[src/rtl/wb_dma_addr_cnt.sv]
// wb_dma_addr_cnt
//   Per-channel DMA address / transfer counter. Holds the current word address,
//   the remaining beat count and the beats left in the current chunk. It
//   advances once per accepted bus beat and reports chunk boundaries and end of
//   transfer to the channel scheduler.
//
// Ports
//   i_clk       system clock, rising edge
//   i_rst       asynchronous reset, active-high
//   i_ld        load/start pulse (start address, total beats, chunk size)
//   i_ld_addr   start word address
//   i_ld_tot    total beats; 0 finishes immediately
//   i_ld_chk    beats per chunk; 0 disables chunking
//   i_inc_en    1 = address increments per beat, 0 = fixed address (FIFO)
//   i_adv       one beat accepted this cycle
//   i_resume    rearm after a chunk boundary
//   i_abort     cancel the transfer
//   o_addr      current word address
//   o_rem       beats remaining
//   o_busy      transfer in progress (RUN or CHUNK_WAIT)
//   o_chk_done  one-cycle pulse: chunk boundary reached
//   o_done      one-cycle pulse: transfer complete
//   o_wrap      sticky: address wrapped all-ones -> 0 since the last load
//
// state        | meaning
// S_IDLE       | no transfer; reset or aborted
// S_RUN        | counting beats
// S_CHUNK_WAIT | chunk finished, waiting for resume
// S_DONE       | transfer complete; address/count held until next load/abort
module wb_dma_addr_cnt #(
    parameter int AW = 30,
    parameter int TW = 12,
    parameter int CW = 9
) (
    input  logic          i_clk,
    input  logic          i_rst,
    input  logic          i_ld,
    input  logic [AW-1:0] i_ld_addr,
    input  logic [TW-1:0] i_ld_tot,
    input  logic [CW-1:0] i_ld_chk,
    input  logic          i_inc_en,
    input  logic          i_adv,
    input  logic          i_resume,
    input  logic          i_abort,
    output logic [AW-1:0] o_addr,
    output logic [TW-1:0] o_rem,
    output logic          o_busy,
    output logic          o_chk_done,
    output logic          o_done,
    output logic          o_wrap
);

    typedef enum logic [1:0] {
        S_IDLE       = 2'd0,
        S_RUN        = 2'd1,
        S_CHUNK_WAIT = 2'd2,
        S_DONE       = 2'd3
    } state_t;

    state_t        r_state;
    state_t        w_state_nxt;

    logic [AW-1:0] r_addr;
    logic [TW-1:0] r_rem;
    logic [CW-1:0] r_chk_cnt;
    logic [CW-1:0] r_chk_ld;
    logic          r_wrap;
    logic          r_done;
    logic          r_chk_done;

    logic          w_beat;
    logic          w_chunk_en;
    logic [TW-1:0] w_rem_dec;
    logic [CW-1:0] w_chk_dec;
    logic          w_last_beat;
    logic          w_chunk_end;
    logic          w_done_nxt;
    logic          w_chk_done_nxt;

    // A beat counts only in RUN and only when nothing of higher priority is
    // present. The r_rem check keeps the count from ever underflowing.
    assign w_beat      = (r_state == S_RUN) && i_adv && !i_abort && !i_ld && (r_rem != '0);
    assign w_chunk_en  = (r_chk_ld != '0);
    assign w_rem_dec   = r_rem - TW'(1);
    assign w_chk_dec   = r_chk_cnt - CW'(1);
    assign w_last_beat = (w_rem_dec == '0);
    // End of transfer takes precedence over a coincident chunk boundary.
    assign w_chunk_end = w_chunk_en && (w_chk_dec == '0) && !w_last_beat;

    // State register
    always_ff @(posedge i_clk or posedge i_rst) begin
        if (i_rst) begin
            r_state    <= S_IDLE;
            r_done     <= 1'b0;
            r_chk_done <= 1'b0;
        end else begin
            r_state    <= w_state_nxt;
            r_done     <= w_done_nxt;
            r_chk_done <= w_chk_done_nxt;
        end
    end

    // Next-state logic
    always_comb begin
        w_state_nxt    = r_state;
        w_done_nxt     = 1'b0;
        w_chk_done_nxt = 1'b0;
        if (i_abort) begin
            w_state_nxt = S_IDLE;
        end else if (i_ld) begin
            if (i_ld_tot == '0) begin
                w_state_nxt = S_DONE;
                w_done_nxt  = 1'b1;
            end else begin
                w_state_nxt = S_RUN;
            end
        end else begin
            case (r_state)
                S_RUN: begin
                    if (w_beat) begin
                        if (w_last_beat) begin
                            w_state_nxt = S_DONE;
                            w_done_nxt  = 1'b1;
                        end else if (w_chunk_end) begin
                            w_state_nxt    = S_CHUNK_WAIT;
                            w_chk_done_nxt = 1'b1;
                        end
                    end
                end
                S_CHUNK_WAIT: begin
                    if (i_resume) begin
                        w_state_nxt = S_RUN;
                    end
                end
                default: begin
                    w_state_nxt = r_state;
                end
            endcase
        end
    end

    // Output decode
    always_comb begin
        o_busy     = (r_state == S_RUN) || (r_state == S_CHUNK_WAIT);
        o_addr     = r_addr;
        o_rem      = r_rem;
        o_done     = r_done;
        o_chk_done = r_chk_done;
        o_wrap     = r_wrap;
    end

    // Address, counters and wrap flag. Abort leaves them untouched.
    always_ff @(posedge i_clk or posedge i_rst) begin
        if (i_rst) begin
            r_addr    <= '0;
            r_rem     <= '0;
            r_chk_cnt <= '0;
            r_chk_ld  <= '0;
            r_wrap    <= 1'b0;
        end else if (!i_abort) begin
            if (i_ld) begin
                r_addr    <= i_ld_addr;
                r_rem     <= i_ld_tot;
                r_chk_cnt <= i_ld_chk;
                r_chk_ld  <= i_ld_chk;
                r_wrap    <= 1'b0;
            end else if ((r_state == S_CHUNK_WAIT) && i_resume) begin
                r_chk_cnt <= r_chk_ld;
            end else if (w_beat) begin
                r_rem <= w_rem_dec;
                if (i_inc_en) begin
                    r_addr <= r_addr + AW'(1);
                    if (&r_addr) begin
                        r_wrap <= 1'b1;
                    end
                end
                if (w_chunk_en) begin
                    r_chk_cnt <= w_chk_dec;
                end
            end
        end
    end

endmodule

[config.mk]
export PLATFORM = sky130hd
export DESIGN_NAME = wb_dma_addr_cnt
export DESIGN_NICKNAME = d
export VERILOG_FILES = /design/src/rtl/wb_dma_addr_cnt.sv
export SDC_FILE = /design/constraint.sdc
export NUM_CORES = 1
export LEC_CHECK = 0
export ABC_AREA = 1
export CAP_MARGIN = 0
export CORE_MARGIN = 2
export CORE_UTILIZATION = 40
export CTS_CLUSTER_DIAMETER = 150
export DETAILED_ROUTE_END_ITERATION = 7
export HOLD_SLACK_MARGIN = 0.12
export PLACE_DENSITY = 0.77
export RECOVER_POWER = 50
export SYNTH_ARGS = -nofsm -noshare
export SYNTH_HDL_FRONTEND = slang
export SYNTH_SLANG_ARGS = --single-unit
[constraint.sdc]
create_clock -name i_clk -period 4 [get_ports i_clk]
set_clock_uncertainty 0.05 [all_clocks]
set_input_delay 1.2 -clock i_clk [delete_from_list [all_inputs] [get_ports i_clk]]
set_output_delay 1.2 -clock i_clk [all_outputs]
set_load 0.02 [all_outputs]
==> results of run 1 <==
-- synth_stat cells (4+ instances only) --
cell,instances
buf_2,9
nor2_2,8
ha_1,8
o221ai_1,7
dfrtp_1,65
o21ai_2,7
o22ai_2,4
nor2_1,83
inv_1,83
clkbuf_1,5
a21oi_1,11
nand3_1,51
nand2_1,190
a31oi_1,4
o211ai_1,12
xor2_1,10
nor4_1,6
nand4_1,16
o21ai_0,59
nor3_1,11
-- how the worst max path moves through the flow --
stage | slack [ns] | end
final | 0.40 | o_addr[22]
after detailed placement | 0.12 | o_addr[22]
after CTS | 0.44 | o_addr[22]
after global placement | 0.25 | o_addr[11]
after global routing | 0.10 | o_addr[22]
after floorplan | 1.12 | o_addr[0]
-- final cells by class --
class / count / area, um2
Clock inverter: 2 / 35.0
Fill cell: 1116 / 5290
Sequential cell: 65 / 1630
Inverter: 86 / 323
Clock buffer: 14 / 274
Tap cell: 143 / 179
Timing Repair Buffer: 107 / 1050
Multi-Input combinational cell: 515 / 2590
-- power breakdown --
group	internal, W	switching [W]	total (W)
Sequential	0.000798	0.000187	0.000985
Clock	0.000533	0.000289	0.000822
Combinational	0.000453	0.000633	0.00109
-- stage by stage --
| step | setup WS, ns | total power [W] | area, um2 |
|---|---|---|---|
| 4_1_cts | 0.439 | 0.00292 | 6100 |
| 6_report | 0.401 | 0.00289 | 6080 |
| 3_5_place_dp | 0.115 | 0.00209 | 5790 |
| 3_3_place_gp | 0.250 | 0.00207 | 5790 |
| 2_1_floorplan | 1.12 | 0.00164 | 4660 |
| 5_1_grt | 0.102 | 0.00308 | 6080 |
-- routing by layer --
metal	GRT usage	wire [um]	up-vias
met4	0.0576	177	0
li1	-	-	2464
met3	0.0343	776	12
met1	0.309	6170	2220
met2	0.358	6270	150
met5	0	0	-
-- cell families (layout without fill, tap and decap cells) --
| logic type | count (synthesis) | count (layout) | share of synthesized area |
|---|---|---|---|
| AND/OR/NAND/NOR | 374 | 374 | 0.347 |
| AO/OA/AOI/OAI | 119 | 119 | 0.161 |
| buffers and inverters | 106 | 209 | 0.0935 |
| flip-flops | 65 | 65 | 0.349 |
| XOR/XNOR | 12 | 12 | 0.0226 |
| adder cells (fa/ha/maj) | 8 | 8 | 0.0215 |
| multiplexers | 2 | 2 | 0.00484 |
-- state kept, by name, indices dropped and copies added (netlist names) --
signal and count:
o_rem 12, r_chk_cnt 9, r_state 2, o_chk_done 1, o_done 1, o_addr 30, o_wrap 1, r_chk_ld 9
-- worst max-delay path, cell delays in order --
cell and delay (ns):
clkdlybuf4s50_1 0.52, nor2_2 0.23, nand4_1 0.22, nand2_2 0.15
nand3_4 0.11, a21oi_4 0.90, o21ai_0 0.23, o21ai_0 0.20
==> flow_summary.json, run 1 <==
{
  "status": "finished, final reports clean",
  "synth_area_leader_cell": "dfrtp_1",
  "whs_ns": 0.433,
  "dp_cells": 916,
  "gp_congestion": 0.939,
  "cts_max_level": 3,
  "dp_hpwl_um": 10100,
  "grtUsageTotal": 0.221,
  "cap_violations": 0,
  "grt_antenna_before_repair": 0,
  "die_y_um": 112,
  "synth_edf_count": 0,
  "first_pass_iters": 6,
  "post_cts_buffers": 0,
  "grt_max_degree": 59,
  "finalWirelength_um": 13400,
  "area_growth_pct": 30.5,
  "p_leak_nw": 2.71,
  "grt_pass1_vias": 4662,
  "drt.antenna.violating_nets": 0,
  "min_from": "o_wrap",
  "die_area_um2": 12500,
  "final_util": 0.535,
  "min_path_cells": 2,
  "num_vias": 4846,
  "hold_viol_final": 0,
  "start_util": 0.410,
  "cts_buffers": 9,
  "cp_max_fo": 44,
  "cts_tree": "done",
  "hold_path_class": "flip-flop to flip-flop",
  "rrSetupSlack_ns": 1.21,
  "grt_setup_unrepaired": "no",
  "synth_top_cells_by_area": "dfrtp_1 (35%), nand2_1 (15%), inv_1 (6.7%), nor2_1 (6.7%), o21ai_0 (6.3%)",
  "avgSynthCellArea_um2": 6.79,
  "cp.required_ns": 4.20,
  "mostFrequentLayoutCells": "nand2_1 (190), clkdlybuf4s50_1 (89), nor2_1 (83)",
  "worst_r2r_endpoint": "o_addr[22]",
  "layout_commonest_cell": "nand2_1",
  "drive_gt1_frac": 0.0697,
  "antenna_cells": 0,
  "grt_pass1_wl_um": 22600,
  "min_period_ns": 3.60,
  "cts_buffer_depth": 2,
  "async_flop_share": 1.00,
  "slew_headroom": 0.108,
  "synth_cells": 686,
  "fin_setup_tns_ns": 0,
  "dieWidth_um": 112,
  "r2r_cells": 9,
  "io_pins": 104,
  "grt-ovfl-total": 0,
  "setup_viol": 0,
  "power_per_cell_area_nw_per_um2": 476,
  "path_clk_slew_ns": 0.05,
  "endpoint_kind": "flip-flop",
  "timing.fmax_mhz": 278,
  "synth_seq_cells": 65,
  "yosysTopAreaCellShare": 0.349,
  "worst_slew_pin_slew_ns": 1.34,
  "yosys_warnings": 0,
  "ir_worst_vdd_mv": 0.220,
  "ys.flop_type": "dfrtp_1",
  "maxSlewViolCount": 0,
  "ctsHoldBuffers": 0,
  "synthesis.area_um2": 4660,
  "r2r_start": "o_rem[0]",
  "drtIter0Drc": 323,
  "ys_types": 43,
  "ys_seq_area_frac": 0.349,
  "startpoint_type": "primary input",
  "clock_latency_ns": 0.32,
  "core_area_um2": 11400,
  "via_per_inst": 5.20,
  "worst_hold_path.endpoint": "o_wrap",
  "drc": 0,
  "cp.arrival_ns": 3.79,
  "cp-startpoint": "i_abort",
  "rows": 39,
  "fin_crit_sh": 0.900,
  "syn_nets": 752,
  "layout.nets": 850,
  "portBuffers": 103,
  "cts_root_buf": "clkbuf_16",
  "stdcell_count": 932,
  "cts_resized": 0,
  "detail_route.wl_per_cell_um": 14.4,
  "clock-sinks": 65,
  "path_class": "primary input to flip-flop"
}
No activity file was read; power rests on OpenSTA's default activity.
==> inputs of run 2 (changes only) <==
Settings changed: CAP_MARGIN 0 to not set, SETUP_SLACK_MARGIN set to 0.3.
==> flow_summary.json, run 2 (same netlist as run 1, synthesis figures left out) <==
{
  "status": "finished, final reports clean",
  "detail_route.wl_per_cell_um": 14.7,
  "worst_slew_pin_slew_ns": 1.36,
  "setup_viol": 0,
  "startpoint_type": "primary input",
  "slew_headroom": 0.0952,
  "num_vias": 4843,
  "hold_path_class": "flip-flop to flip-flop",
  "r2r_start": "o_rem[0]",
  "grt_antenna_before_repair": 0,
  "antenna_cells": 0,
  "maxSlewViolCount": 0,
  "cp_max_fo": 22,
  "cts_resized": 0,
  "core_area_um2": 11400,
  "drt.antenna.violating_nets": 0,
  "cts_buffers": 9,
  "largest_register_ffs": 30,
  "min_from": "o_wrap",
  "gp_congestion": 0.939,
  "io_pins": 104,
  "dieWidth_um": 112,
  "cts_tree": "done",
  "ctsHoldBuffers": 0,
  "grtUsageTotal": 0.221,
  "power_per_cell_area_nw_per_um2": 476,
  "setup_ws_ns": 0.335,
  "cp-startpoint": "i_abort",
  "stdcell_area_um2": 6090,
  "finalWirelength_um": 13700,
  "portBuffers": 103,
  "grt_pass1_vias": 4662,
  "grt_max_degree": 59,
  "cts_buffer_depth": 2,
  "area_growth_pct": 30.7,
  "rows": 39,
  "cp.arrival_ns": 3.76,
  "cts_max_level": 3,
  "dp_hpwl_um": 10100,
  "fin_crit_sh": 0.916,
  "timing.fmax_mhz": 273,
  "grt-ovfl-total": 0,
  "place_area_um2": 5790,
  "cp.required_ns": 4.09,
  "drc": 0,
  "dp_slack_ns": 0.115,
  "layout_commonest_cell": "nand2_1",
  "ir_worst_vdd_mv": 0.220,
  "path_clk_slew_ns": 0.05,
  "die_y_um": 112,
  "fin_setup_tns_ns": 0,
  "post_cts_buffers": 0,
  "drive_gt1_frac": 0.0696,
  "p_leak_nw": 2.71,
  "min_period_ns": 3.66,
  "path_class": "primary input to flip-flop",
  "clock-sinks": 65,
  "start_util": 0.410,
  "first_pass_iters": 5,
  "hold_viol_final": 0,
  "clock_latency_ns": 0.33,
  "power_w": 0.00290,
  "endpoint_kind": "flip-flop",
  "cap_violations": 0,
  "mostFrequentLayoutCells": "nand2_1 (190), clkdlybuf4s50_1 (90), nor2_1 (84)",
  "die_area_um2": 12500,
  "cts_root_buf": "clkbuf_16",
  "fillCellCount": 1119,
  "layout.nets": 851,
  "via_per_inst": 5.19,
  "grt_pass1_wl_um": 22600,
  "drtIter0Drc": 371,
  "grt_setup_unrepaired": "no"
}
## run 2: critical path: stages
cell and delay (ns):
clkdlybuf4s50_1 0.51, nor2_1 0.31, nand4_1 0.25, nand2_2 0.16, nand3_4 0.13, a21oi_2 0.99
o21ai_0 0.20
## run 2: path summary, 6_finish.rpt
kind	slack [ns]	cells after the start	end
max	0.34	7	o_addr[2]
min	0.43	2	o_wrap
max reg2reg	1.22	8	o_addr[2]
min reg2reg	0.43	2	o_wrap
max in group asynchronous	0.75	3	r_chk_cnt[3]
min in group asynchronous	1.66	2	o_addr[21]
## run 2: metal layers
metal / track usage / up-vias / part of all wire
li1: - / 2468 / -
met1: 0.309 / 2220 / 0.47
met2: 0.358 / 143 / 0.47
met3: 0.0343 / 12 / 0.049
met4: 0.0576 / 0 / 0.013
met5: 0 / - / 0
## run 2: area by class of cell
type / instances / area [um2] / share of cell area
clock buffers: 14 / 274 / 0.0450
clock inverters: 2 / 35.0 / 0.00576
inverters: 86 / 323 / 0.0530
multi-input cells: 516 / 2590 / 0.426
flip-flops and latches: 65 / 1630 / 0.267
well taps: 143 / 179 / 0.0294
repair buffers: 107 / 1050 / 0.173
## run 2: per-stage QoR
step | hold WS, ns | instances | utilization
6_report | 0.433 | 933 | 0.535
5_1_grt | 0.479 | 933 | 0.535
4_1_cts | 0.447 | 932 | 0.537
3_5_place_dp | 0.435 | 916 | 0.509
3_3_place_gp | 0.427 | 916 | 0.509
2_1_floorplan | 0.415 | 686 | -
## run 2: where the power goes
| part | total (W) | internal [W] | switching, W |
|---|---|---|---|
| sequential | 0.000985 | 0.000798 | 0.000188 |
| combinational | 0.00109 | 0.000453 | 0.000636 |
| clock | 0.000821 | 0.000533 | 0.000288 |
==> inputs of run 3 (changes only) <==
Settings changed: CORE_UTILIZATION 40 to 56, HOLD_SLACK_MARGIN 0.12 to not set, PLACE_DENSITY 0.77 to 0.95.
==> flow_summary.json, run 3 (same netlist as run 1, synthesis figures left out) <==
{
  "worst_hold_path.endpoint": "r_state[0]",
  "antenna_cells": 0,
  "largest_register_ffs": 30,
  "cp.required_ns": 4.21,
  "io_pins": 104,
  "hold_viol_final": 0,
  "startpoint_type": "primary input",
  "grt_pass1_vias": 4799,
  "path_class": "primary input to flip-flop",
  "setup_ws_ns": 0.639,
  "endpoint_kind": "flip-flop",
  "finalWirelength_um": 13700,
  "mostFrequentLayoutCells": "nand2_1 (191), clkdlybuf4s50_1 (91), nor2_1 (84)",
  "drtIter0Drc": 431,
  "cts_resized": 0,
  "internal_power_w": 0.00149,
  "drt.antenna.violating_nets": 0,
  "core_area_um2": 8130,
  "drive_gt1_frac": 0.0695,
  "p_seq_frac": 0.381,
  "grt_max_degree": 45,
  "grtUsageTotal": 0.309,
  "p_leak_nw": 2.66,
  "worst_slew_pin_slew_ns": 1.26,
  "dp_hpwl_um": 10400,
  "setup_viol": 0,
  "cts_max_level": 3,
  "whs_ns": 0.467,
  "portBuffers": 103,
  "clock_power_share": 0.189,
  "place_area_um2": 5770,
  "start_util": 0.573,
  "timing.fmax_mhz": 298,
  "fin_setup_tns_ns": 0,
  "p_sw_w": 0.00109,
  "dp_slack_ns": 0.578,
  "cts_buffer_depth": 2,
  "layout.nets": 853,
  "die_area_um2": 9060,
  "cp_max_fo": 44,
  "grt-ovfl-total": 0,
  "via_per_inst": 5.78,
  "grt_pass1_wl_um": 21900,
  "dieWidth_um": 95.2,
  "swShare": 0.424,
  "cts_root_buf": "clkbuf_8",
  "worst_r2r_endpoint": "o_addr[24]",
  "ir_worst_vdd_mv": 0.289,
  "r2r_start": "o_addr[0]",
  "drc": 0,
  "hold_path_class": "flip-flop to flip-flop",
  "maxSlewViolCount": 0,
  "cap_violations": 0,
  "grt_setup_unrepaired": "no",
  "min_path_cells": 2,
  "first_pass_iters": 6,
  "status": "finished, final reports clean",
  "clock_latency_ns": 0.34,
  "min_period_ns": 3.36,
  "cp.arrival_ns": 3.57,
  "rrSetupSlack_ns": 1.56,
  "gp_congestion": 1.01,
  "ctsHoldBuffers": 0,
  "rows": 33,
  "detail_route.wl_per_cell_um": 15.3,
  "power_frac_comb": 0.430,
  "path_clk_slew_ns": 0.07,
  "cts_buffers": 9,
  "area_growth_pct": 26.8,
  "num_vias": 5176,
  "grt_antenna_before_repair": 0,
  "cts_tree": "done",
  "fin_crit_sh": 0.840,
  "slew_headroom": 0.161,
  "die_y_um": 95.2,
  "r2r_cells": 11,
  "power_per_cell_area_nw_per_um2": 437,
  "stdcell_area_um2": 5910,
  "clock-sinks": 65,
  "post_cts_buffers": 0,
  "min_from": "r_state[0]",
  "layout_commonest_cell": "nand2_1"
}
## run 3: power groups by stage
stage	clock network, W	logic (W)	registers (W)
2_1_floorplan	0	0.000573	0.00107
3_3_place_gp	0	0.00107	0.000983
3_5_place_dp	0	0.00110	0.000988
4_1_cts	0.000489	0.00111	0.000976
5_1_grt	0.000520	0.00122	0.000998
6_report	0.000488	0.00111	0.000982
## run 3: area by class of cell
| class | instances | area (um2) |
|---|---|---|
| multi-input combinational | 515 | 2580 |
| sequential | 65 | 1630 |
| tap | 105 | 131 |
| clock buffer | 11 | 141 |
| fill | 633 | 2230 |
| clock inverter | 4 | 20.0 |
| inverter | 86 | 323 |
| timing repair buffer | 110 | 1080 |
## run 3: per-layer routing
metal | GRT usage | part of all wire | vias up
li1 | - | - | 2459
met1 | 0.400 | 0.39 | 2362
met2 | 0.505 | 0.48 | 308
met3 | 0.0680 | 0.097 | 47
met4 | 0.118 | 0.030 | 0
met5 | 0 | 0 | -
## run 3: worst max-delay path by stage
stage,cells after the start,from,endpoint,slack (ns)
finish,9,i_ld,o_addr[11],0.64
global route,3,i_rst,o_rem[4],0.41
CTS,9,i_abort,o_addr[11],0.92
detailed placement,9,i_abort,o_addr[11],0.58
global placement,8,i_ld,o_addr[15],0.70
floorplan,1,i_rst,o_addr[0],1.12
## run 3: worst max-delay path, cell delays in order
cell	delay, ns
dlygate4sd3_1	0.59
nor2_1	0.31
nand4_1	0.24
nand2_1	0.20
nand3_4	0.12
a21oi_4	0.12
buf_4	0.42
o21ai_0	0.15
o21ai_0	0.19
## run 3: stage by stage
step,power [W],util,std cells
global route,0.00274,0.726,896
detailed placement,0.00209,0.710,881
finish,0.00258,0.726,896
floorplan,0.00164,-,686
global placement,0.00205,0.710,881
CTS,0.00258,0.729,896
